File: src/rtl/gen_stream_pkg.sv
// Shared types and default widths for the generator-stream collector.
// The result struct is sized for the default widths.
package gen_stream_pkg;

    localparam int GEN_WIDTH_DEF = 32;
    localparam int SUM_WIDTH_DEF = 48;
    localparam int CNT_WIDTH_DEF = 16;
    localparam int MASK_LEN      = 8;
    localparam int MASK_PTR_W    = 3;

    typedef enum logic [1:0] {
        IDLE    = 2'd0,
        LAUNCH  = 2'd1,
        COLLECT = 2'd2,
        RESULT  = 2'd3
    } state_t;

    typedef struct packed {
        logic [CNT_WIDTH_DEF-1:0] count;
        logic [SUM_WIDTH_DEF-1:0] sum0;
        logic [SUM_WIDTH_DEF-1:0] sum1;
        logic [CNT_WIDTH_DEF-1:0] mismatch;
        logic                     timeout;
    } result_t;

endpackage

File: src/rtl/gen_ready_throttle.sv
// Rotating ready pattern for the child stream: bit0 of READY_MASK is offered first,
// and the pointer advances every enabled cycle.
module gen_ready_throttle
    import gen_stream_pkg::*;
#(
    parameter logic [MASK_LEN-1:0] READY_MASK = 8'hFF
) (
    input  logic clk,
    input  logic srst,
    input  logic clear,
    input  logic enable,
    output logic gen_ready
);

    logic [MASK_PTR_W-1:0] ptr_reg;

    always_ff @(posedge clk) begin
        if (srst || clear) begin
            ptr_reg <= '0;
        end else if (enable) begin
            ptr_reg <= ptr_reg + MASK_PTR_W'(1);
        end
    end

    assign gen_ready = enable & READY_MASK[ptr_reg];

endmodule

File: src/rtl/gen_stream_collector.sv
// Launches a child generator, drains its stream under a ready throttle and reduces it
// to one result beat: beat count, two signed sums and a mismatch count.
module gen_stream_collector
    import gen_stream_pkg::*;
#(
    parameter int                  WIDTH      = 32,
    parameter int                  SUM_WIDTH  = 48,
    parameter int                  CNT_WIDTH  = 16,
    parameter logic [MASK_LEN-1:0] READY_MASK = 8'hFF,
    parameter int                  MAX_IDLE   = 1024
) (
    input  logic                 _clock,
    input  logic                 _reset,
    input  logic                 _start,
    input  logic                 _ready,
    output logic                 _done,
    output logic                 _valid,
    output logic [CNT_WIDTH-1:0] _0,
    output logic [SUM_WIDTH-1:0] _1,
    output logic [SUM_WIDTH-1:0] _2,
    output logic [CNT_WIDTH-1:0] _3,
    output logic                 timeout,
    output logic                 gen_start,
    output logic                 gen_ready,
    input  logic                 gen_valid,
    input  logic                 gen_done,
    input  logic [WIDTH-1:0]     gen_0,
    input  logic [WIDTH-1:0]     gen_1
);

    localparam int IDLE_W = $clog2(MAX_IDLE + 1);

    state_t               state_reg, state_next;
    logic [CNT_WIDTH-1:0] count_reg, count_next;
    logic [CNT_WIDTH-1:0] mis_reg, mis_next;
    logic [SUM_WIDTH-1:0] sum0_reg, sum0_next;
    logic [SUM_WIDTH-1:0] sum1_reg, sum1_next;
    logic                 timeout_reg, timeout_next;
    logic [IDLE_W-1:0]    idle_reg, idle_next;

    logic                 collecting;
    logic                 launching;
    logic                 accept;
    logic                 stream_end;
    logic [SUM_WIDTH-1:0] sext_0;
    logic [SUM_WIDTH-1:0] sext_1;

    assign collecting = (state_reg == COLLECT);
    assign launching  = (state_reg == LAUNCH);

    // Pointer restarts at bit0 on every launch so each run sees the same pattern.
    gen_ready_throttle #(
        .READY_MASK(READY_MASK)
    ) u_throttle (
        .clk      (_clock),
        .srst     (_reset),
        .clear    (launching),
        .enable   (collecting),
        .gen_ready(gen_ready)
    );

    assign accept     = collecting & gen_valid & gen_ready;
    assign stream_end = collecting & gen_done & gen_ready;
    assign sext_0     = {{(SUM_WIDTH - WIDTH){gen_0[WIDTH-1]}}, gen_0};
    assign sext_1     = {{(SUM_WIDTH - WIDTH){gen_1[WIDTH-1]}}, gen_1};

    always_comb begin
        state_next   = state_reg;
        count_next   = count_reg;
        mis_next     = mis_reg;
        sum0_next    = sum0_reg;
        sum1_next    = sum1_reg;
        timeout_next = timeout_reg;
        idle_next    = idle_reg;
        case (state_reg)
            IDLE: begin
                if (_start) begin
                    state_next   = LAUNCH;
                    count_next   = '0;
                    mis_next     = '0;
                    sum0_next    = '0;
                    sum1_next    = '0;
                    timeout_next = 1'b0;
                end
            end
            LAUNCH: begin
                state_next = COLLECT;
                idle_next  = '0;
            end
            COLLECT: begin
                if (accept) begin
                    if (count_reg != '1) count_next = count_reg + CNT_WIDTH'(1);
                    if (gen_0 != gen_1 && mis_reg != '1) mis_next = mis_reg + CNT_WIDTH'(1);
                    sum0_next = sum0_reg + sext_0;
                    sum1_next = sum1_reg + sext_1;
                    idle_next = '0;
                end else begin
                    idle_next = idle_reg + IDLE_W'(1);
                end
                // A real end of stream wins over a simultaneous idle expiry.
                if (stream_end) begin
                    state_next = RESULT;
                end else if (!accept && idle_reg == IDLE_W'(MAX_IDLE - 1)) begin
                    state_next   = RESULT;
                    timeout_next = 1'b1;
                end
            end
            RESULT: begin
                if (_ready) state_next = IDLE;
            end
            default: state_next = IDLE;
        endcase
    end

    always_ff @(posedge _clock) begin
        if (_reset) begin
            state_reg   <= IDLE;
            count_reg   <= '0;
            mis_reg     <= '0;
            sum0_reg    <= '0;
            sum1_reg    <= '0;
            timeout_reg <= 1'b0;
            idle_reg    <= '0;
        end else begin
            state_reg   <= state_next;
            count_reg   <= count_next;
            mis_reg     <= mis_next;
            sum0_reg    <= sum0_next;
            sum1_reg    <= sum1_next;
            timeout_reg <= timeout_next;
            idle_reg    <= idle_next;
        end
    end

    assign _valid    = (state_reg == RESULT);
    assign _done     = (state_reg == RESULT);
    assign gen_start = launching;
    assign _0        = count_reg;
    assign _1        = sum0_reg;
    assign _2        = sum1_reg;
    assign _3        = mis_reg;
    assign timeout   = timeout_reg;

endmodule

File: config.mk
export PLATFORM = sky130hd
export DESIGN_NAME = gen_stream_collector
export DESIGN_NICKNAME = d
export VERILOG_FILES = /design/src/rtl/gen_stream_pkg.sv /design/src/rtl/gen_ready_throttle.sv /design/src/rtl/gen_stream_collector.sv
export SDC_FILE = /design/constraint.sdc
export NUM_CORES = 1
export LEC_CHECK = 0
export ABC_AREA = 1
export ABC_CLOCK_PERIOD_IN_PS = 2780
export BUFFER_PORTS_ARGS = -buffer_cell sky130_fd_sc_hd__buf_2
export CAP_MARGIN = 20
export CORE_MARGIN = 1
export CORE_UTILIZATION = 60
export CTS_CLUSTER_SIZE = 30
export DETAILED_ROUTE_END_ITERATION = 8
export PLACE_DENSITY_LB_ADDON = 0.1
export SYNTH_ARGS = -nofsm -noshare
export SYNTH_HDL_FRONTEND = slang
export SYNTH_SLANG_ARGS = --single-unit
export TNS_END_PERCENT = 50
File: constraint.sdc
create_clock -name _clock -period 2.78 [get_ports _clock]
set_clock_uncertainty 0.2 [all_clocks]
set_input_delay 0.417 -clock _clock [delete_from_list [all_inputs] [get_ports _clock]]
set_output_delay 0.417 -clock _clock [all_outputs]
set_load 0.01 [all_outputs]
[Word-level counts from Yosys, hierarchy flattened]
Memory sizes are Yosys's and may differ from the RTL's. A register that Yosys moved wholly into a read port is not among the register bits.
Index checks and enable logic that the tools add are counted.
Widths: inputs -> output; s select.
Storage, ports and cells
  logic and storage cells: 74
  memories: 1
  memory bits (read-only): 8
  register bits: 145
Memory list
  (name not given): words 8, bits a word 1, read ports 1, clocked after Yosys merged registers in 1, write ports 0, line gen_ready_throttle.sv:25  | assign gen_ready = enable & READY_MASK[ptr_reg];
Operators by class
  order comparisons: 1
  bitwise operators: 5
  add/subtract/negate cells: 6
  reduce and logical (&&, ||, !) cells: 12
  eq/ne operators: 15
  mux-type cells: 26
Operators with widths (count)
  $pmux 48 s2: 2
  $mux 48: 3
  $add 48x48->48: 2
  $mux 16: 5
  $pmux 16 s2: 2
  $add 16x1->16 const B: 2
  $ne 16x16->1 const B: 2
  $ne 32x32->1: 1
  $pmux 11 s2: 1
  $reduce_and 4->1: 3
  $add 11x1->11 const B: 1
  $eq 11x10->1 const B: 1
  $mux 11: 1
  $mux 2: 4
  $ne 2x1->1 const B: 4
  $pmux 2 s4: 1
  $mux 3: 2
  $ne 2x2->1 const B: 3
  $reduce_and 3->1: 2
  $and 1x1->1: 5
  $eq 2x2->1 const B: 2
  $lt 3x4->1 const B: 1
  $mux 1: 4
  $reduce_bool 2->1: 2
  other kinds (8): 9

[Longest topological paths before layout]
Gate-level depths: netlist (run 1).
  depth in word-level cells: 9
  mapped depth: 14

[By module]
From an unflattened synthesis (run 1), not the netlist that was laid out.
Second synthesis, totals
  cells, all modules: 2651
  area, all modules: 14635.3 um^2
Modules (own cells, without submodules)
  gen_stream_collector: area an instance 14627.8 um^2, times used 1, cells each 2650
  gen_ready_throttle: area an instance 7.5 um^2, times used 1, cells each 1

[Worst setup path after synthesis (run 1)]
OpenSTA, ideal clock, no wires.
  path kind: input-to-reg
  from: in gen_0[0]
  to: reg sum0_reg[24] (netlist: _1[24])
  library setup time: 0.132 ns
  data arrival time: 1.938 ns
  slack: 0.510 ns
  buffers on the path: 0
  cell stages on the path: 11
  data required time: 2.448 ns
  cell sequence: ha_1 -> fa_1 -> nand3_1 -> nand3_1 -> nand2_1 -> nand2_1 -> nand2_1 -> nand3_1 -> or2_2 -> nand3_1 -> a21oi_1
Between the ends
  longest elaborated chain between the ends: 3
Ends and longest elaborated chain
  start: declaration: line gen_stream_collector.sv:27  | input logic [WIDTH-1:0] gen_0,
  $add 48x48->48: line gen_stream_collector.sv:94  | sum0_next = sum0_reg + sext_0;
  $mux 48: line gen_stream_collector.sv:91  | if (accept) begin
  $pmux 48 s2: line gen_stream_collector.sv:75  | case (state_reg)
  end signal: assignment: line gen_stream_collector.sv:128  | sum0_reg <= sum0_next;
  end: declaration: line gen_stream_collector.sv:36  | logic [SUM_WIDTH-1:0] sum0_reg, sum0_next;
No other way between the ends. The select of a mux whose other input is x is not followed.
A chain may end at the register's enable or synchronous reset.

[Worst setup path in the final report (run 1)]
  from: reg sum0_reg[0] (netlist: _1[0])
  to: reg sum0_reg[26] (netlist: _1[26])
Between the ends
  longest elaborated chain between the ends: 3
Ends and longest elaborated chain (line)
  $add 48x48->48: gen_stream_collector.sv:94
  $mux 48: gen_stream_collector.sv:91
  $pmux 48 s2: gen_stream_collector.sv:75
No other way between the ends. The select of a mux whose other input is x is not followed.

==> flow_summary_export.csv, run 1 <==
group,metric,value,unit
layout,antenna_cells,0,
clock_tree,clk_pin_slew,0.08,ns
clock_tree,cts_tree,"built",
global_route,grt_usage,0.403,
synth,synth_nets,2813,
die,core-area,23500,um2
power,power_frac_comb,0.419,
die,die_y,157,um
synth,yosysSeqAreaShare,0.198,
layout,area_growth,14.4,%
power,ir_worst_vdd,1.01,mV
layout,drive_gt1_frac,0.106,
global_route,overflow,0,
power,p_int,4.54,mW
clock_tree,clockBufferDepth,2,
synth,syn_inst,2639,
power,seqPwrFrac,0.287,
die,ioPinCount,203,
worst_setup_path,critPathCaptureType,"flip-flop",
global_route,grt_pass1_vias,15000,
power,p_sw,3.71,mW
synth,avgSynthCellArea,5.43,um2
global_route,grt_max_degree,117,
worst_setup_path,worstPathRequired,2.89,ns
power,p_total,8.25,mW
sta,drv_slew,0,
sta,post-route-min-period,2.65,ns
drt,drt-pass1-iter-count,6,
synth,ys_types,35,
die,dieWidth,157,um
sta,relSlewSlack,0.591,
sta,fin_crit_sh,0.954,
sta,hold_ws,0.134,ns
worst_setup_path,worst_path_most_repeated_cell,"nand3_1",
die,initial_core_util,0.610,
clock_tree,htree_levels,4,
synth,synth.area.top_cells,"nand2_1 (27%), dfxtp_1 (20%), inv_1 (13%)",
worst_setup_path,cp_max_fo,5,
drt,wl_per_cell,15.6,um
clock_tree,cts-hold-fix-buffers,0,
clock_tree,cts_buffers,17,
power,clockPowerShare,0.293,
sta,rsz0062_at_grt,"false",
drt,viasPerCell,5.42,
place,placed_cell_area,15800,um2
layout,nets,3019,
drt,via_count,17200,
status,outcome,"finished, final reports clean",
synth,synth_top_cell_by_area,"nand2_1",
worst_setup_path,cp_top_family,"simple AND/OR/NAND/NOR gates",
synth,ys_warn_count,0,
place,port_buffers,202,
power,switching_share,0.449,
clock_tree,insertion_delay,0.44,ns
place,hpwl,39700,um
power,p_per_area,503,nW/um2
drt,wirelength,49600,um
global_route,grt_pass1_wl,76800,um
synth,synth_top_area_frac,0.266,
sta,finalSetupViolCount,0,
worst_setup_path,max_stage_delay,0.48,ns
layout,design_area,16400,um2
clock_tree,clock_sinks,142,
worst_setup_path,cp_num_buf_inv,0,
die,dieArea,24500,um2
synth,syn_area,14300,um2
worst_setup_path,worst-setup-path-type,"reg2reg",
worst_setup_path,crit_chain,"ha_1 -> fa_1 -> nand3_1 -> nand3_1 -> nand2_1 -> nand3_1 -> or2_2 -> nand3_1 -> a21oi_1",
flow_run,maxCapViolCount,0,
sta,fin_tns_setup,0,ns
drt,drt_iter0_markers,1867,
global_route,antenna_found_initial,2,
die,rows,56,
drt,remaining_drc_errors,0,
worst_setup_path,crit_slowest_cell,"fa_1",
sta,fmax,377,MHz
clock_tree,clock-root-buffer,"clkbuf_16",
place,place_congestion,1.07,
worst_setup_path,worst-r2r-setup-slack,0.13,ns
power,leakagePower,9.01,nW
worst_setup_path,critPathLaunchType,"flip-flop",
sta,tightest_slew,0.614,ns
layout,final_util,0.698,
sta,hold_viol,0,
drt,detail-route-antenna-nets,0,
min_path,hold_path.class,"in2reg",
synth,ys_ff_latch,142,
worst_setup_path,worstPathArrival,2.76,ns
layout by cell type, fill, tap and decap left out, types with 29 or more instances in the layout:
cell	count
nand2_1	1015
inv_1	479
nor2_1	237
buf_2	201
nand3_1	200
a21oi_1	192
dfxtp_1	142
ha_1	102
nor3_1	36
or2_2	36
xnor2_1	33
nand4_1	29
repair_timing:
item	4_1_cts	5_1_grt
setup buffers	0	0
resized for setup	0	1
endpoints found under the setup margin	0	1
cells by family after synthesis:
group | synth area share
simple gates | 0.453
buf+inv | 0.139
compound gates | 0.0879
fa+ha+maj | 0.0919
xor+xnor | 0.0293
flops | 0.198
synthesized netlist by cell type:
cell	number
dfxtp_1	142
or3_1	1
nor2_1	238
fa_1	2
nand3b_1	7
nor3b_1	6
or2_2	36
buf_1	3
nand3_1	200
and2_1	2
and3_1	1
buf_4	2
a21oi_1	192
clkbuf_1	23
buf_6	1
o22ai_1	1
ha_1	102
o21ai_1	8
nor4_1	6
nor2_4	3
inv_2	4
nand2_1	1015
inv_1	479
o21bai_1	6
a211oi_1	2
xor2_1	15
a21o_1	9
nor3_2	1
nor3_1	36
o21a_1	2
nand4_1	29
buf_2	11
o21ai_0	18
a31oi_1	3
xnor2_1	33
metrics by stage:
| step | worst slack, ns | std cells |
|---|---|---|
| floorplan | 0.510 | 2639 |
| global placement | 0.0942 | 3145 |
| detailed placement | 0.0390 | 3145 |
| CTS | 0.194 | 3177 |
| global route | 0.00268 | 3177 |
| finish | 0.129 | 3177 |
routing by layer:
layer  global-route usage  vias to the layer above  wire length [um]
li1                     -                     8581                 -
met1                0.550                     7626             21600
met2                0.630                      903             20900
met3               0.0864                      108              5590
met4                0.129                        2              1480
met5                    0                        -                13
power groups by stage:
stage | clock network [mW] | logic [mW] | registers, mW
2_1_floorplan | 0 | 2.24 | 2.44
3_3_place_gp | 0 | 3.30 | 2.40
4_1_cts | 2.43 | 3.38 | 2.37
6_report | 2.42 | 3.46 | 2.37
5_1_grt | 2.51 | 3.81 | 2.39
3_5_place_dp | 0 | 3.36 | 2.41
worst reg2reg max path: cells and delay by family, from the launching register on:
family,cells,cell delay (ns)
AND/OR/NAND/NOR,6,1.18
adder cells (fa/ha/maj),2,0.73
flip-flops,1,0.35
AO/OA/AOI/OAI,1,0.06
layout make-up:
| type | count | area [um2] |
|---|---|---|
| Clock inverter | 15 | 163 |
| Timing Repair Buffer | 227 | 1250 |
| Tap cell | 319 | 399 |
| Multi-Input combinational cell | 1974 | 9490 |
| Inverter | 483 | 1810 |
| Sequential cell | 142 | 2840 |
| Clock buffer | 17 | 425 |
| Fill cell | 2293 | 7090 |
worst paths after layout:
kind	cells past startpoint	end	from
setup reg to reg	9	_1[26]	_1[0]
setup / recovery	9	_1[26]	_1[0]
hold / removal	4	timeout	gen_done
hold reg to reg	2	timeout	timeout
No activity file was read; power rests on OpenSTA's default activity.
==> run 2: changes to the inputs <==
MAX_ROUTING_LAYER = met4   (was not set)
==> flow_summary_export.csv, run 2 (synthesis gave the netlist of run 1 again) <==
group,metric,value,unit
sta,fin_tns_setup,0,ns
worst_setup_path,rr_worst_depth,13,
place,place_ws,-0.0850,ns
worst_setup_path,worst_path_most_repeated_cell,"nand2_1",
clock_tree,cts_buffers,17,
sta,relSlewSlack,0.527,
worst_setup_path,worst-r2r-setup-slack,0.11,ns
worst_setup_path,critPathCaptureType,"flip-flop",
drt,wirelength,52200,um
drt,wl_per_cell,16.4,um
drt,viasPerCell,5.52,
global_route,antenna_found_initial,3,
clock_tree,clockBufferDepth,2,
sta,rsz0062_at_grt,"false",
drt,detail-route-antenna-nets,0,
power,power_frac_comb,0.424,
layout,nets,3024,
layout,area_growth,14.8,%
worst_setup_path,cp_max_fo,5,
status,outcome,"finished, final reports clean",
worst_setup_path,crit_chain,"ha_1 -> fa_1 -> nand3_1 -> nand3_2 -> nand2_1 -> nand2_1 -> nand2_1 -> nand3_1 -> nand2_1 -> nand2_1 -> nand2_1 -> nand3_1 -> a21oi_1",
sta,fin_crit_sh,0.959,
worst_setup_path,worstPathArrival,2.82,ns
die,rows,56,
die,core-area,23500,um2
place,place_congestion,1.08,
layout,drive_gt1_frac,0.109,
clock_tree,insertion_delay,0.44,ns
global_route,overflow,0,
worst_setup_path,r2r_start,"_2[0]",
die,die_y,157,um
drt,drt_iter0_markers,1877,
min_path,hold_path.class,"in2reg",
power,p_per_area,506,nW/um2
power,switching_share,0.453,
power,leakagePower,9.05,nW
sta,fmax,375,MHz
min_path,hp-start,"_reset",
die,ioPinCount,203,
drt,drt-pass1-iter-count,6,
power,ir_worst_vdd,0.722,mV
min_path,min_to,"state_reg[0]",
clock_tree,htree_levels,4,
worst_setup_path,crit_slowest_cell,"fa_1",
sta,post-route-min-period,2.67,ns
global_route,grt_pass1_vias,15500,
die,dieWidth,157,um
sta,drv_slew,0,
flow_run,maxCapViolCount,0,
clock_tree,cts_tree,"built",
sta,finalSetupViolCount,0,
power,clockPowerShare,0.289,
worst_setup_path,worst-setup-path-type,"reg2reg",
power,p_total,8.32,mW
global_route,grt_usage,0.436,
power,p_sw,3.77,mW
place,port_buffers,202,
die,dieArea,24500,um2
clock_tree,clk_pin_slew,0.08,ns
layout,mostFrequentLayoutCells,"nand2_1 (1014), inv_1 (479), nor2_1 (238)",
place,hpwl,41200,um
global_route,grt_pass1_wl,80500,um
worst_setup_path,r2r-end,"_2[40]",
place,post-place-cells,3150,
sta,hold_viol,0,
power,seqPwrFrac,0.286,
global_route,grt_max_degree,117,
min_path,whs_path_depth,4,
layout,stdcell_count,3185,
sta,hold_ws,0.125,ns
sta,tightest_slew,0.709,ns
power,p_int,4.55,mW
worst_setup_path,max_stage_delay,0.40,ns
worst_setup_path,worstPathRequired,2.93,ns
drt,via_count,17600,
die,initial_core_util,0.610,
drt,remaining_drc_errors,0,
worst_setup_path,critPathLaunchType,"flip-flop",
sta,finalWorstSetupSlack,0.113,ns
clock_tree,post_cts_buffers,0,
clock_tree,clock-root-buffer,"clkbuf_16",
clock_tree,clock_sinks,142,
layout,layout_commonest_cell,"nand2_1",
## run 2: cell count changes in the layout (fill, tap and decap cells not counted), sizes merged
cell      delta
clkinv       +2
clkinvlp     +1
inv          -3
diode        +3
buf          +5
## run 2: critical path: cells and delay by family, from the launching register on
| family | cells | cell delay, ns |
|---|---|---|
| fa+ha+maj | 2 | 0.66 |
| simple gates | 10 | 1.23 |
| flops | 1 | 0.33 |
| compound gates | 1 | 0.16 |
## run 2: power groups by stage
stage,sequential [mW],clock [mW],combinational (mW)
final,2.38,2.41,3.53
after global routing,2.39,2.48,3.87
after CTS,2.37,2.40,3.43
after detailed placement,2.42,0,3.40
after global placement,2.41,0,3.33
after floorplan,2.44,0,2.24
## run 2: per-stage QoR
step                       util  area [um2]
after floorplan               -       14300
after global placement    0.675       15800
after detailed placement  0.675       15800
after CTS                 0.700       16400
after global routing      0.701       16400
final                     0.701       16400
## run 2: worst max-delay path by stage
stage	startpoint	to	depth (start not counted)	slack (ns)
after floorplan	gen_0[0]	_1[24]	11	0.51
after global placement	gen_1[0]	_2[40]	14	-0.02
after detailed placement	gen_1[0]	_2[24]	12	-0.08
after CTS	_2[0]	_2[24]	11	0.11
after global routing	_2[0]	_2[40]	13	0.05
final	_2[0]	_2[40]	13	0.11
## run 2: per-layer routing
metal / wire length, um / share of wire / global-route usage
met1: 22300 / 0.43 / 0.589
met2: 22000 / 0.42 / 0.646
met5: 0 / 0 / -
met3: 6210 / 0.12 / 0.0856
met4: 1750 / 0.033 / 0.146
## run 2: cell type report
| cell class | count | area, um2 |
|---|---|---|
| Clock buffer | 17 | 425 |
| Sequential cell | 142 | 2840 |
| Inverter | 483 | 1810 |
| Antenna cell | 3 | 7.51 |
| Multi-Input combinational cell | 1974 | 9500 |
| Fill cell | 2201 | 7030 |
| Timing Repair Buffer | 232 | 1290 |
| Tap cell | 319 | 399 |
| Clock inverter | 15 | 166 |
## run 2: timing repair
item | CTS | global route
setup endpoints to repair | 0 | 4
hold endpoints to repair | 0 | 0
hold buffers | 0 | 0
gates resized for setup | 0 | 3
==> run 3: changes to the inputs <==
CORE_UTILIZATION = 40   (was 60)
==> flow_summary_export.csv, run 3 (synthesis gave the netlist of run 1 again) <==
group,metric,value,unit
drt,remaining_drc_errors,0,
sta,tightest_slew,0.654,ns
drt,via_count,16800,
min_path,hp-start,"_reset",
clock_tree,clock-root-buffer,"clkbuf_16",
place,place_ws,-0.0929,ns
sta,rsz0062_at_grt,"false",
clock_tree,insertion_delay,0.46,ns
worst_setup_path,critPathLaunchType,"flip-flop",
layout,nets,3041,
global_route,grtUsageMet3,0.0554,
min_path,whs_path_depth,4,
sta,hold_viol,0,
global_route,grt_usage,0.309,
power,p_int,4.57,mW
power,p_total,8.26,mW
die,ioPinCount,203,
drt,drt_iter0_markers,1215,
global_route,grtUsageMet1,0.437,
power,clockPowerShare,0.281,
layout,final_util,0.479,
flow_run,maxCapViolCount,0,
clock_tree,clk_pin_slew,0.07,ns
sta,relSlewSlack,0.564,
layout,stdcell_count,3336,
sta,fmax,377,MHz
place,port_buffers,202,
layout,layout_commonest_cell,"nand2_1",
drt,detail-route-antenna-nets,0,
worst_setup_path,worstPathRequired,2.90,ns
clock_tree,clock_sinks,142,
worst_setup_path,critPathCaptureType,"flip-flop",
die,core-area,34900,um2
global_route,grt_use_met2,0.447,
die,dieArea,36600,um2
clock_tree,cts_buffers,17,
worst_setup_path,worst-setup-path-type,"reg2reg",
layout,drive_gt1_frac,0.114,
clock_tree,clockBufferDepth,2,
power,seqPwrFrac,0.288,
power,ir_worst_vdd,0.485,mV
status,outcome,"finished, final reports clean",
min_path,hold_path.class,"in2reg",
global_route,grt_pass1_wl,84000,um
power,p_per_area,494,nW/um2
worst_setup_path,cp_max_fo,4,
place,placed_cell_area,16100,um2
die,die_y,191,um
sta,fin_crit_sh,0.954,
place,place_congestion,1.05,
global_route,antenna_found_initial,2,
sta,finalSetupViolCount,0,
sta,drv_slew,0,
clock_tree,cts_tree,"built",
power,p_sw,3.69,mW
clock_tree,htree_levels,4,
drt,viasPerCell,5.03,
power,switching_share,0.447,
layout,area_growth,16.6,%
clock_tree,post_cts_buffers,0,
sta,post-route-min-period,2.65,ns
drt,wl_per_cell,16.4,um
global_route,overflow,0,
global_route,grt_max_degree,117,
power,power_frac_comb,0.432,
global_route,busiest_layer,"met2",
sta,finalWorstSetupSlack,0.129,ns
die,dieWidth,191,um
worst_setup_path,worstPathArrival,2.77,ns
worst_setup_path,r2r-end,"_1[22]",
place,hpwl,44200,um
global_route,grt_pass1_vias,15500,
power,leakagePower,9.12,nW
layout,num-fill-cells,3891,
worst_setup_path,r2r_start,"_1[0]",
drt,drt-pass1-iter-count,5,
die,rows,68,
min_path,min_to,"state_reg[0]",
die,initial_core_util,0.411,
place,post-place-cells,3303,
worst_setup_path,worst-r2r-setup-slack,0.13,ns
worst_setup_path,rr_worst_depth,10,
layout,design_area,16700,um2
drt,wirelength,54800,um
layout,mostFrequentLayoutCells,"nand2_1 (1015), inv_1 (479), nor2_1 (238)",
-- run 3: power by group through the flow --
stage | Sequential (mW) | Combinational, mW | Clock (mW)
finish | 2.37 | 3.56 | 2.32
global route | 2.40 | 3.97 | 2.45
CTS | 2.37 | 3.54 | 2.36
detailed placement | 2.42 | 3.52 | 0
global placement | 2.41 | 3.50 | 0
floorplan | 2.44 | 2.24 | 0
-- run 3: layout make-up --
cell class / instances / area [um2] / area share
multi-input combinational: 1974 / 9510 / 0.569
sequential: 142 / 2840 / 0.170
inverter: 483 / 1810 / 0.109
timing repair buffer: 249 / 1420 / 0.0848
tap: 455 / 569 / 0.0341
clock buffer: 19 / 453 / 0.0271
clock inverter: 12 / 103 / 0.00614
antenna: 2 / 5.00 / 0.000300
-- run 3: metrics by stage --
step / TNS, ns / hold WS (ns)
final: 0 / 0.110
after floorplan: 0 / 0.268
after global placement: -0.0690 / 0.260
after CTS: 0 / 0.0928
after global routing: 0 / 0.115
after detailed placement: -0.0948 / 0.263
-- run 3: metal layers --
layer  share of wire  vias to the layer above
met2            0.41                      547
met1            0.50                     7582
met3           0.072                       55
met5               0                        -
met4           0.016                        0
li1                -                     8603
-- run 3: timing repair --
action / 4_1_cts / 5_1_grt
hold buffers: 0 / 0
resized for setup: 0 / 3
endpoints found under the setup margin: 0 / 3
-- run 3: worst max path at each step --
stage / endpoint / depth (start not counted) / startpoint
detailed placement: _2[24] / 12 / gen_1[0]
global route: _1[22] / 10 / _1[0]
floorplan: _1[24] / 11 / gen_0[0]
CTS: _2[24] / 11 / _2[0]
finish: _1[22] / 10 / _1[0]
global placement: _2[24] / 12 / gen_1[0]
-- run 3: critical path, cell delays in order (launching register included) --
cell and delay [ns]:
dfxtp_1 0.33, ha_1 0.26, fa_1 0.43, buf_4 0.17
nand2_1 0.06, nand3_1 0.20, nand2_1 0.13, nand3_1 0.24
or2_2 0.36, nand3_1 0.07, a21oi_1 0.06
